File: config.mk
export PLATFORM = sky130hd
export DESIGN_NAME = mem_req_arbiter
export DESIGN_NICKNAME = d
export VERILOG_FILES = /design/src/rtl/mem_req_arbiter.sv
export SDC_FILE = /design/constraint.sdc
export NUM_CORES = 1
export LEC_CHECK = 0
export BUFFER_PORTS_ARGS = -buffer_cell sky130_fd_sc_hd__buf_2
export CAP_MARGIN = 0
export CORE_AREA = 8 8 112 114
export CTS_BUF_LIST = sky130_fd_sc_hd__clkbuf_8
export CTS_CLUSTER_DIAMETER = 80
export CTS_CLUSTER_SIZE = 20
export DETAILED_ROUTE_END_ITERATION = 8
export DIE_AREA = 0 0 120 122
export GPL_TIMING_DRIVEN = 0
export PLACE_DENSITY = 0.74
export SLEW_MARGIN = 30
export SYNTH_ARGS = -nofsm -noshare
export SYNTH_HDL_FRONTEND = slang
export SYNTH_SLANG_ARGS = --single-unit
File: constraint.sdc
create_clock -name clk -period 3.7 [get_ports clk]
set_clock_uncertainty 0.1 [all_clocks]
set_input_delay 0.74 -clock clk [delete_from_list [all_inputs] [get_ports clk]]
set_output_delay 0.74 -clock clk [all_outputs]
set_load 0.01 [all_outputs]
File: src/rtl/mem_req_arbiter.sv
// ---------------------------------------------------------------------------
// mem_req_arbiter
//
// Purpose:
//   Shares the core's single SRAM-like memory request port between the
//   instruction fetch stage (inst) and the data memory stage (data). One
//   requester is granted per request handshake, and the grant is held until
//   bus_addr_ok. The owner of every accepted request is recorded in an
//   in-order tag FIFO, so each bus_data_ok / bus_rdata is routed back to the
//   side that issued it. Request and response paths are purely
//   combinational, so neither adds a cycle of latency.
//
// Parameters:
//   MAX_OUTSTANDING  accepted-but-unanswered request limit (tag FIFO depth,
//                    power of 2, >= 2)
//   STARVE_LIMIT     consecutive lost arbitrations after which inst wins
//
// Ports:
//   clk, resetn                 clock, asynchronous active-low reset
//   inst_*                      fetch request / response channel
//   data_*                      data-stage request / response channel
//   bus_*                       merged channel toward the cache / AXI bridge
//   proto_err                   sticky: bus_data_ok seen with no outstanding
//                               request
//   perfcnt_arb_conflict        IDLE cycles with both sides requesting
// ---------------------------------------------------------------------------
module mem_req_arbiter #(
  parameter int MAX_OUTSTANDING = 4,
  parameter int STARVE_LIMIT    = 4
) (
  input  logic        clk,
  input  logic        resetn,

  input  logic        inst_req,
  input  logic        inst_cache,
  input  logic [31:0] inst_addr,
  output logic        inst_addr_ok,
  output logic [31:0] inst_rdata,
  output logic        inst_data_ok,

  input  logic        data_req,
  input  logic        data_wr,
  input  logic [1:0]  data_size,
  input  logic [31:0] data_addr,
  input  logic [31:0] data_wdata,
  input  logic        data_cache,
  output logic        data_addr_ok,
  output logic [31:0] data_rdata,
  output logic        data_data_ok,

  output logic        bus_req,
  output logic        bus_wr,
  output logic [1:0]  bus_size,
  output logic [31:0] bus_addr,
  output logic [31:0] bus_wdata,
  output logic        bus_cache,
  input  logic        bus_addr_ok,
  input  logic [31:0] bus_rdata,
  input  logic        bus_data_ok,

  output logic        proto_err,
  output logic [31:0] perfcnt_arb_conflict
);

  localparam int PTR_W = (MAX_OUTSTANDING > 1) ? $clog2(MAX_OUTSTANDING) : 1;
  localparam int CNT_W = PTR_W + 1;
  localparam int STV_W = (STARVE_LIMIT > 0) ? $clog2(STARVE_LIMIT + 1) : 1;

  localparam logic [CNT_W-1:0] CNT_MAX = CNT_W'(MAX_OUTSTANDING);
  localparam logic [STV_W-1:0] STV_MAX = STV_W'(STARVE_LIMIT);

  typedef enum logic [1:0] {
    IDLE   = 2'd0,
    HOLD_I = 2'd1,
    HOLD_D = 2'd2
  } state_t;

  state_t state;

  // Tag FIFO: one bit per slot, 0 = inst owns the request, 1 = data owns it.
  logic [MAX_OUTSTANDING-1:0] tag_fifo;
  logic [PTR_W-1:0]           wr_ptr;
  logic [PTR_W-1:0]           rd_ptr;
  logic [CNT_W-1:0]           count;
  logic [STV_W-1:0]           starve_cnt;

  logic issue_ok;
  logic grant_inst;
  logic grant_data;
  logic handshake;
  logic push;
  logic pop;
  logic head_tag;

  // Grant selection. A simultaneous pop frees a slot, so a full FIFO can
  // still issue in the cycle the oldest response returns. While reset is
  // asserted nothing is granted, so the request side goes quiet at once.
  always_comb begin
    issue_ok   = resetn && ((count < CNT_MAX) || bus_data_ok);
    grant_inst = 1'b0;
    grant_data = 1'b0;
    case (state)
      IDLE: begin
        if (issue_ok) begin
          if (inst_req && data_req) begin
            if (starve_cnt == STV_MAX) grant_inst = 1'b1;
            else                       grant_data = 1'b1;
          end else if (inst_req) begin
            grant_inst = 1'b1;
          end else if (data_req) begin
            grant_data = 1'b1;
          end
        end
      end
      HOLD_I:  grant_inst = 1'b1;
      HOLD_D:  grant_data = 1'b1;
      default: begin
        grant_inst = 1'b0;
        grant_data = 1'b0;
      end
    endcase
  end

  // Merged request channel. The inst side has no store data, so its payload
  // is fixed to a word-sized read.
  always_comb begin
    bus_req      = issue_ok && ((grant_inst && inst_req) || (grant_data && data_req));
    handshake    = bus_req && bus_addr_ok;
    inst_addr_ok = handshake && grant_inst;
    data_addr_ok = handshake && grant_data;
    push         = handshake;
    if (grant_data) begin
      bus_wr    = data_wr;
      bus_size  = data_size;
      bus_addr  = data_addr;
      bus_wdata = data_wdata;
      bus_cache = data_cache;
    end else begin
      bus_wr    = 1'b0;
      bus_size  = 2'd2;
      bus_addr  = inst_addr;
      bus_wdata = 32'd0;
      bus_cache = inst_cache;
    end
  end

  // Response routing: the FIFO head says who owns the returning beat. A
  // response with nothing outstanding is dropped (and flagged below).
  always_comb begin
    pop          = resetn && bus_data_ok && (count != '0);
    head_tag     = tag_fifo[rd_ptr];
    inst_data_ok = pop && !head_tag;
    data_data_ok = pop && head_tag;
    inst_rdata   = bus_rdata;
    data_rdata   = bus_rdata;
  end

  // Grant-lock FSM. A grant that does not handshake immediately is locked so
  // the payload stays stable until bus_addr_ok. If the held side withdraws
  // its request, the lock is released rather than waiting forever.
  always_ff @(posedge clk or negedge resetn) begin
    if (!resetn) begin
      state <= IDLE;
    end else begin
      case (state)
        IDLE: begin
          if (grant_inst && !handshake)      state <= HOLD_I;
          else if (grant_data && !handshake) state <= HOLD_D;
          else                               state <= IDLE;
        end
        HOLD_I: if (handshake || !inst_req) state <= IDLE;
        HOLD_D: if (handshake || !data_req) state <= IDLE;
        default: state <= IDLE;
      endcase
    end
  end

  // Tag FIFO bookkeeping. A push and pop in the same cycle leave the count
  // unchanged; issue_ok guarantees count never exceeds MAX_OUTSTANDING.
  always_ff @(posedge clk or negedge resetn) begin
    if (!resetn) begin
      tag_fifo <= '0;
      wr_ptr   <= '0;
      rd_ptr   <= '0;
      count    <= '0;
    end else begin
      if (push) begin
        tag_fifo[wr_ptr] <= grant_data;
        wr_ptr           <= wr_ptr + 1'b1;
      end
      if (pop) begin
        rd_ptr <= rd_ptr + 1'b1;
      end
      case ({push, pop})
        2'b10:   count <= count + 1'b1;
        2'b01:   count <= count - 1'b1;
        default: count <= count;
      endcase
    end
  end

  // Starvation guard: counts IDLE cycles in which data beat a waiting inst
  // request, and is cleared as soon as inst gets through.
  always_ff @(posedge clk or negedge resetn) begin
    if (!resetn) begin
      starve_cnt <= '0;
    end else if (inst_addr_ok) begin
      starve_cnt <= '0;
    end else if ((state == IDLE) && grant_data && inst_req && (starve_cnt != STV_MAX)) begin
      starve_cnt <= starve_cnt + 1'b1;
    end
  end

  // Sticky protocol error and the arbitration-conflict performance counter.
  always_ff @(posedge clk or negedge resetn) begin
    if (!resetn) begin
      proto_err            <= 1'b0;
      perfcnt_arb_conflict <= 32'd0;
    end else begin
      if (bus_data_ok && (count == '0)) begin
        proto_err <= 1'b1;
      end
      if ((state == IDLE) && inst_req && data_req) begin
        perfcnt_arb_conflict <= perfcnt_arb_conflict + 32'd1;
      end
    end
  end

endmodule

=== Yosys cells after proc, flatten, opt, wreduce, memory -nomap -nowiden ===
Cells that the tools add are included.

* Register bits: 49
* Output and inout port bits: 170
* Word-level logic and storage cells: 90
* Input bits: 139

* Add/subtract/negate cells: 6
* Reductions and logical operators: 35
* Eq/ne operators: 8
* Multiplexer cells: 29
* Magnitude comparators: 4

{| class="wikitable"
|+ Operator list
! operator !! number
|-
| $mux W32 || 2
|-
| $add A32 B1 Y32 const B || 1
|-
| $logic_and A1 B1 Y1 || 21
|-
| $mux W1 || 13
|-
| $mux W2 || 5
|-
| $add A3 B1 Y3 const B || 2
|-
| $lt A2 B3 Y1 const B || 2
|-
| $mux W3 || 2
|-
| $pmux W2 S3 || 1
|-
| $pmux W3 S2 || 1
|-
| $add A2 B1 Y2 const B || 2
|-
| $bwmux W4 || 1
|-
| $eq A2 B1 Y1 const B || 2
|-
| $eq A2 B2 Y1 const B || 2
|-
| $logic_not A1 Y1 || 4
|-
| $logic_or A1 B1 Y1 || 4
|-
| $ne A2 B2 Y1 const B || 2
|-
| $pmux W1 S2 || 2
|-
| $reduce_bool A2 Y1 || 2
|-
| $eq A3 B3 Y1 const B || 1
|-
| $logic_not A3 Y1 || 1
|-
| $lt A3 B3 Y1 const B || 1
|-
| $ne A3 B3 Y1 const B || 1
|-
| $reduce_bool A3 Y1 || 1
|-
| other kinds (6) || 6
|}

=== Longest topological paths before layout ===
Gate-level depths: netlist of run 1.

* Word-level depth: 14
* Depth in mapped cells: 9
* Mapped depth without buffers: 9

=== Worst setup path after synthesis of run 1 ===
Ideal clock, no wire load.

* Kind: input-to-output
* From: input bus_data_ok
* To: output bus_addr[19]
* Stages: 5
* Data arrival time: 1.858 ns
* Path slack: 1.002 ns
* Required time: 2.860 ns
* Path through: nand2b_1 -> a41oi_1 -> nor2_2 -> buf_2 -> mux2_1

* Longest elaborated chain between the ends: 5

{| class="wikitable"
|+ Ends and longest elaborated chain
! what !! RTL line !! text
|-
| from (decl) || 59 || <nowiki>input logic bus_data_ok,</nowiki>
|-
| $logic_or A1 B1 Y1 || 99 || <nowiki>issue_ok = resetn && ((count < CNT_MAX) || bus_data_ok);</nowiki>
|-
| $logic_and A1 B1 Y1 || 99 ||
|-
| $mux W1 || 104 || <nowiki>if (issue_ok) begin</nowiki>
|-
| $pmux W1 S2 || 102 || <nowiki>case (state)</nowiki>
|-
| $mux W32 || 132 || <nowiki>if (grant_data) begin</nowiki>
|-
| to (decl) || 54 || <nowiki>output logic [31:0] bus_addr,</nowiki>
|}

Every way passes these cells.

=== Final worst setup path of run 1 ===
* From: input resetn
* To: output bus_addr[13]

* Longest elaborated chain between the ends: 4

{| class="wikitable"
|+ Ends and longest elaborated chain
! what !! RTL line !! text
|-
| from (decl) || 32 || <nowiki>input logic resetn,</nowiki>
|-
| $logic_and A1 B1 Y1 || 99 ||
|-
| $mux W1 || 104 ||
|-
| $pmux W1 S2 || 102 ||
|-
| $mux W32 || 132 ||
|}

Every way passes these cells.

==> results of run 1 <==
[critical path, stage by stage]
cell and delay (ps):
sky130_fd_sc_hd__buf_6 380, sky130_fd_sc_hd__a41oi_1 300, sky130_fd_sc_hd__nor2_4 290, sky130_fd_sc_hd__buf_2 290, sky130_fd_sc_hd__mux2_2 370, sky130_fd_sc_hd__buf_2 150
[worst max path at each step]
stage                      startpoint           end  depth (start not counted)
after global placement         resetn  bus_addr[13]                          6
after global routing           resetn   bus_addr[4]                          6
final                          resetn  bus_addr[13]                          6
after detailed placement       resetn  bus_addr[13]                          6
after CTS                      resetn  bus_addr[13]                          6
after floorplan           bus_data_ok  bus_addr[19]                          5
[sequential cells by signal, summed over array words and instances (netlist names)]
| signal | count |
|---|---|
| count | 3 |
| perfcnt_arb_conflict | 32 |
| proto_err | 1 |
| rd_ptr | 2 |
| starve_cnt | 3 |
| state | 2 |
| tag_fifo | 4 |
| wr_ptr | 2 |
[cells in the final DEF, fill, tap and decap left out, types with 12 or more instances in the layout]
cell and count:
sky130_fd_sc_hd__buf_2 281, sky130_fd_sc_hd__dfrtp_1 49, sky130_fd_sc_hd__inv_1 13, sky130_fd_sc_hd__and2_1 38, sky130_fd_sc_hd__nand2_1 21, sky130_fd_sc_hd__xnor2_1 32, sky130_fd_sc_hd__mux2_2 30, sky130_fd_sc_hd__buf_4 65
sky130_fd_sc_hd__nand3_1 15, sky130_fd_sc_hd__nand4_1 12
[metrics by stage]
| stage | setup slack (ps) | power (uW) | area [um^2] | cells |
|---|---|---|---|---|
| global route | 78.6 | 2220 | 5220 | 790 |
| detailed placement | -92.1 | 1700 | 5070 | 774 |
| global placement | -448 | 1660 | 5070 | 774 |
| floorplan | 1000 | 1310 | 3510 | 358 |
| finish | 316 | 2070 | 5220 | 790 |
| CTS | 109 | 2100 | 5200 | 782 |
[power groups by stage]
stage | Sequential [uW] | Combinational (uW) | Clock (uW)
floorplan | 748 | 558 | 0
global placement | 747 | 917 | 0
detailed placement | 756 | 942 | 0
CTS | 747 | 947 | 409
global route | 765 | 1030 | 428
finish | 746 | 929 | 399
[per-layer routing]
metal | vias up | routed length (um)
li1 | 1702 | -
met1 | 1642 | 4600
met2 | 172 | 8100
met3 | 13 | 1590
met4 | 0 | 255
met5 | - | 0
[cell families after synthesis]
group           count (synthesis)  synth area share, %
buf+inv                        88                 16.6
xor+xnor                       38                 9.47
simple gates                  124                 20.4
flops                          49                 34.9
compound gates                 11                 2.46
mux                            39                 12.8
fa+ha+maj                       9                 3.42
[what timing repair did]
action	in CTS	in global routing
resized for setup	1	1
endpoints found under the setup margin	32	32
setup buffers	0	0
hold buffers	0	0
[area by class of cell]
type / instances / area, um^2
Inverter: 13 / 48.8
Fill cell: 1055 / 5480
Multi-Input combinational cell: 221 / 1710
Antenna cell: 8 / 20.0
Sequential cell: 49 / 1230
Timing Repair Buffer: 276 / 1390
Clock buffer: 6 / 82.6
Buffer: 75 / 533
Clock inverter: 2 / 37.5
Tap cell: 140 / 175
==> out/metrics.yaml, run 1 <==
synth_cells: 358
use_met3_pct: 7.87
grt_max_degree: 55
routabilityCongestion: 0.882
r2r_setup_slack_ps: 1210
fmaxAchievable_mhz: 296
result_of_the_run: "complete, no violations"
synthesis.area_per_instance_um2: 9.81
cts-buffers-inserted: 5
fin_util_pct: 48.8
routed_wl_um: 14600
worst-endpoint-required_ps: 2860
clock_tree.buffer_depth: 2
grt_pass1_vias: 3852
detail_route.first_pass.iterations: 4
dp_hpwl_um: 12700
detailedRoute.firstIterationViolations: 135
post_synth_instance_area_um2: 3510
wl_per_cell_um: 18.4
max_slew.worst_pin.slew_ps: 553
die_area_um2: 14600
synth_enable_flop_cells: 0
via_density: 4.47
synth_seq_area_share_pct: 34.9
internal-power_uw: 1320
fp.coreArea_um2: 10700
start_kind: "input pin"
post-synth-top-count-cell: "sky130_fd_sc_hd__buf_4"
yosys_warnings: 0
pwr-share-seq_pct: 36.0
hold_path_class: "input pin to async pin"
worstSetupPathType: "input pin to output pin"
worstRegToRegCells: 9
timing.rr.end: "count[2]"
clkLatencyLatePin_ps: 300
clkSinkCount: 49
globalRoute.busiestLayer: "met2"
power_per_cell_area_nw_per_um2: 397
worst-path-max-fanout: 54
area.growth.synth_to_final_pct: 48.6
grt_overflow: 0
synthDominantAreaCellType: "sky130_fd_sc_hd__dfrtp_1"
floorplan.rows: 38
vdd.ir_drop.worst_uv: 188
post-route-drc-count: 0
final_min_period_over_clock_period_pct: 91.4
synth-seq-cells: 49
grt_antenna_before_repair: 8
start_util_pct: 32.8
synth-async-reset-ratio_pct: 100
portBuffers: 276
synth.top_cell.area_share_pct: 34.9
synth.top_cells.by_count: "sky130_fd_sc_hd__buf_4 (65), sky130_fd_sc_hd__dfrtp_1 (49), sky130_fd_sc_hd__and2_1 (38)"
x_dimension_of_the_die_um: 120
final_antenna_net_count: 0
regToRegStartpoint: "state[0]"
power.net_switching_uw: 751
postSynthNetCount: 506
worst-endpoint-arrival_ps: 2540
tritoncts_clock_tree: "built"
rsz0062_at_grt: "false"
period_minus_slack_ps: 3380
ioPinCount: 309
switching_share_pct: 36.2
vias: 3529
hold_viol_final: 0
clock-root-buffer: "sky130_fd_sc_hd__clkbuf_8"
global_route.usage.total_pct: 19.0
grt_util_met1_pct: 17.1
finalNetCount: 789
final-max-slew-violation-count: 0
hold_ws_ps: 278
cts.htree.levels: 2
wire_length_of_the_first_global_routing_pass_um: 21800
synth-main-ff-cell: "sky130_fd_sc_hd__dfrtp_1"
die_h_um: 122
finalSetupViolCount: 0
cts.reportedPaths.clkPinSlew_ps: 90
power.share.clock_pct: 19.2
drive_above_1_share_pct: 60.9
cp-end-kind: "output pin"
p_leak_uw: 0.00289
synth_cell_types: 36
timing.max_cap.violations: 0
max_slew_margin_pct: 63.1
power.combinational.fraction_pct: 44.8
timing.setup.tns_ps: 0
synth_area_leaders: "sky130_fd_sc_hd__dfrtp_1 (35%), sky130_fd_sc_hd__buf_4 (14%), sky130_fd_sc_hd__mux2_2 (9.6%)"
met2_grt_util_pct: 37.1
Note: power is estimated with default switching activity, not from simulation.
==> run 2, diff against run 1 <==
--- a/config.mk
+++ b/config.mk
@@ -7,14 +7,14 @@
 export LEC_CHECK = 0
 export BUFFER_PORTS_ARGS = -buffer_cell sky130_fd_sc_hd__buf_2
 export CAP_MARGIN = 0
-export CORE_AREA = 8 8 112 114
+export CORE_AREA = 8 8 113 115
 export CTS_BUF_LIST = sky130_fd_sc_hd__clkbuf_8
 export CTS_CLUSTER_DIAMETER = 80
 export CTS_CLUSTER_SIZE = 20
 export DETAILED_ROUTE_END_ITERATION = 8
-export DIE_AREA = 0 0 120 122
+export DIE_AREA = 0 0 121 123
 export GPL_TIMING_DRIVEN = 0
-export PLACE_DENSITY = 0.74
+export PLACE_DENSITY = 0.73
 export SLEW_MARGIN = 30
 export SYNTH_ARGS = -nofsm -noshare
 export SYNTH_HDL_FRONTEND = slang
==> constraint.sdc (replaced) <==
create_clock -name clk -period 3.55 [get_ports clk]
set_clock_uncertainty 0.1 [all_clocks]
set_input_delay 0.71 -clock clk [delete_from_list [all_inputs] [get_ports clk]]
set_output_delay 0.71 -clock clk [all_outputs]
set_load 0.01 [all_outputs]
==> out/metrics.yaml, run 2 (synthesis gave the netlist of run 1 again) <==
timing.max_cap.violations: 0  # unchanged
cts.reportedPaths.clkPinSlew_ps: 90  # about the same
drive_above_1_share_pct: 60.7  # was 60.9%
worstSetupPathType: "input pin to output pin"  # unchanged
routed_wl_um: 14300  # was 14600 um
cp-end-kind: "output pin"  # unchanged
wl_per_cell_um: 18.2  # was 18.4 um
largest_register: "perfcnt_arb_conflict"  # unchanged
flip_flop_count_of_the_largest_register_all_copies_and_words_added: 32  # unchanged
fin_cells: 788  # was 790
grt_pass1_vias: 3718  # was 3852
tritoncts_clock_tree: "built"  # unchanged
grt_antenna_before_repair: 4  # was 8
final_antenna_net_count: 0  # unchanged
worst-path-max-fanout: 54  # unchanged
post-cts-setup-buffer-count: 0  # unchanged
timing.critical_path.buf_inv: 3  # unchanged
routabilityCongestion: 0.880  # was 0.882
power_per_cell_area_nw_per_um2: 413  # was 397 nW/um^2
crit_slowest_cell: "sky130_fd_sc_hd__mux2_2"  # was sky130_fd_sc_hd__buf_6
most_common_cell_after_layout_fill_and_taps_aside: "sky130_fd_sc_hd__buf_2"  # unchanged
max_slew.worst_pin.slew_ps: 520  # was 553 ps
x_dimension_of_the_die_um: 121  # was 120 um
die_area_um2: 14900  # was 14600 um^2
grt_overflow: 0  # unchanged
rsz0062_at_grt: "false"  # unchanged
clkSinkCount: 49  # unchanged
post-route-drc-count: 0  # unchanged
vias: 3501  # was 3529
fp.coreArea_um2: 11100  # was 10700 um^2
floorplan.rows: 39  # was 38
cts-buffers-inserted: 5  # unchanged
timing.critical_path.slowest_cell_delay_ps: 380  # about the same
finalNetCount: 789  # unchanged
wire_length_of_the_first_global_routing_pass_um: 20900  # was 21800 um
clock-root-buffer: "sky130_fd_sc_hd__clkbuf_8"  # unchanged
clock_tree.buffer_depth: 2  # unchanged
hold_path_class: "input pin to async pin"  # unchanged
detail_route.first_pass.iterations: 4  # unchanged
final_cell_mix: "sky130_fd_sc_hd__buf_2 (281), sky130_fd_sc_hd__buf_4 (65), sky130_fd_sc_hd__dfrtp_1 (49)"  # unchanged
result_of_the_run: "complete, no violations"  # unchanged
cts_hold_buf: 0  # unchanged
dp_hpwl_um: 12500  # was 12700 um
vdd.ir_drop.worst_uv: 277  # was 188 uV
detailedRoute.firstIterationViolations: 163  # was 135
clkLatencyLatePin_ps: 300  # about the same
fmaxAchievable_mhz: 301
fillers: 1054  # was 1055
cp_cell_sequence: "buf_8, a41oi_1, nor2_4, buf_2, mux2_2, buf_2"  # was buf_6, a41oi_1, nor2_4, buf_2, mux2_2, buf_2
ioPinCount: 309  # unchanged
finalSetupViolCount: 0  # unchanged
p_leak_uw: 0.00289  # about the same
hold_viol_final: 0  # unchanged
worst-endpoint-arrival_ps: 2510  # was 2540 ps
global_route.usage.total_pct: 18.1  # was 19.0%
via_density: 4.44  # was 4.47
reg_top3: "perfcnt_arb_conflict (32), tag_fifo (4)"  # unchanged
final_min_period_over_clock_period_pct: 93.5
period_minus_slack_ps: 3320
start_util_pct: 31.7  # was 32.8%
portBuffers: 276  # unchanged
family_of_cells_with_the_greatest_summed_delay_on_the_critical_path: "buffers and inverters"  # unchanged
max_slew_margin_pct: 64.9  # was 63.1%
cts_resized: 2  # was 1
start_kind: "input pin"  # unchanged
final-max-slew-violation-count: 0  # unchanged
fin_util_pct: 47.1  # was 48.8%
grt_max_degree: 55  # unchanged
path_common_cell: "sky130_fd_sc_hd__buf_2"  # unchanged
cts.htree.levels: 2  # unchanged
area.growth.synth_to_final_pct: 48.4  # was 48.6%
worst-endpoint-required_ps: 2740  # was 2860 ps
post-place-cells: 777  # was 774
die_h_um: 123  # was 122 um
-- run 2: path summary, 6_finish.rpt --
kind                                     startpoint                  endpoint  slack [ps]  cells past startpoint
max                                          resetn              bus_addr[24]         230                      6
min                                          resetn   perfcnt_arb_conflict[3]         210                      1
max reg2reg                                state[0]                  count[2]        1080                      9
min reg2reg                perfcnt_arb_conflict[31]  perfcnt_arb_conflict[31]         370                      1
max in group asynchronous                    resetn  perfcnt_arb_conflict[14]        2840                      1
min in group clk           perfcnt_arb_conflict[31]  perfcnt_arb_conflict[31]         370                      1
-- run 2: per-layer routing --
layer	routed length, um	global-route usage [%]
met1	4770	17.7
met3	1460	6.89
met4	263	5.39
met5	12	0
met2	7800	34.8
-- run 2: cell type report --
type                       count  area, um^2  share of cell area, %
clock buffer                   6        82.6                   1.58
multi-input combinational    221        1710                   32.8
tap                          143         179                   3.43
inverter                      13        48.8                  0.936
antenna                        3        7.51                  0.144
buffer                        75         533                   10.2
clock inverter                 2        33.8                  0.648
sequential                    49        1230                   23.5
timing repair buffer         276        1390                   26.7
-- run 2: where the power goes --
| part | switching [uW] | leakage [uW] | total, uW | internal [uW] |
|---|---|---|---|---|
| clock network | 182 | 0.0000626 | 409 | 227 |
| registers | 108 | 0.000645 | 779 | 671 |
| logic | 485 | 0.00218 | 964 | 479 |
| total | 775 | 0.00289 | 2150 | 1380 |
-- run 2: per-stage QoR --
| step | TNS [ps] | setup slack, ps | power (uW) | cell area (um^2) | hold WS, ps |
|---|---|---|---|---|---|
| floorplan | 0 | 912 | 1360 | 3510 | 314 |
| global placement | -30920 | -623 | 1720 | 5070 | 358 |
| detailed placement | -6670 | -243 | 1760 | 5080 | 362 |
| CTS | 0 | 66.3 | 2180 | 5200 | 264 |
| global route | 0 | 53.0 | 2310 | 5210 | 215 |
| finish | 0 | 232 | 2150 | 5210 | 211 |
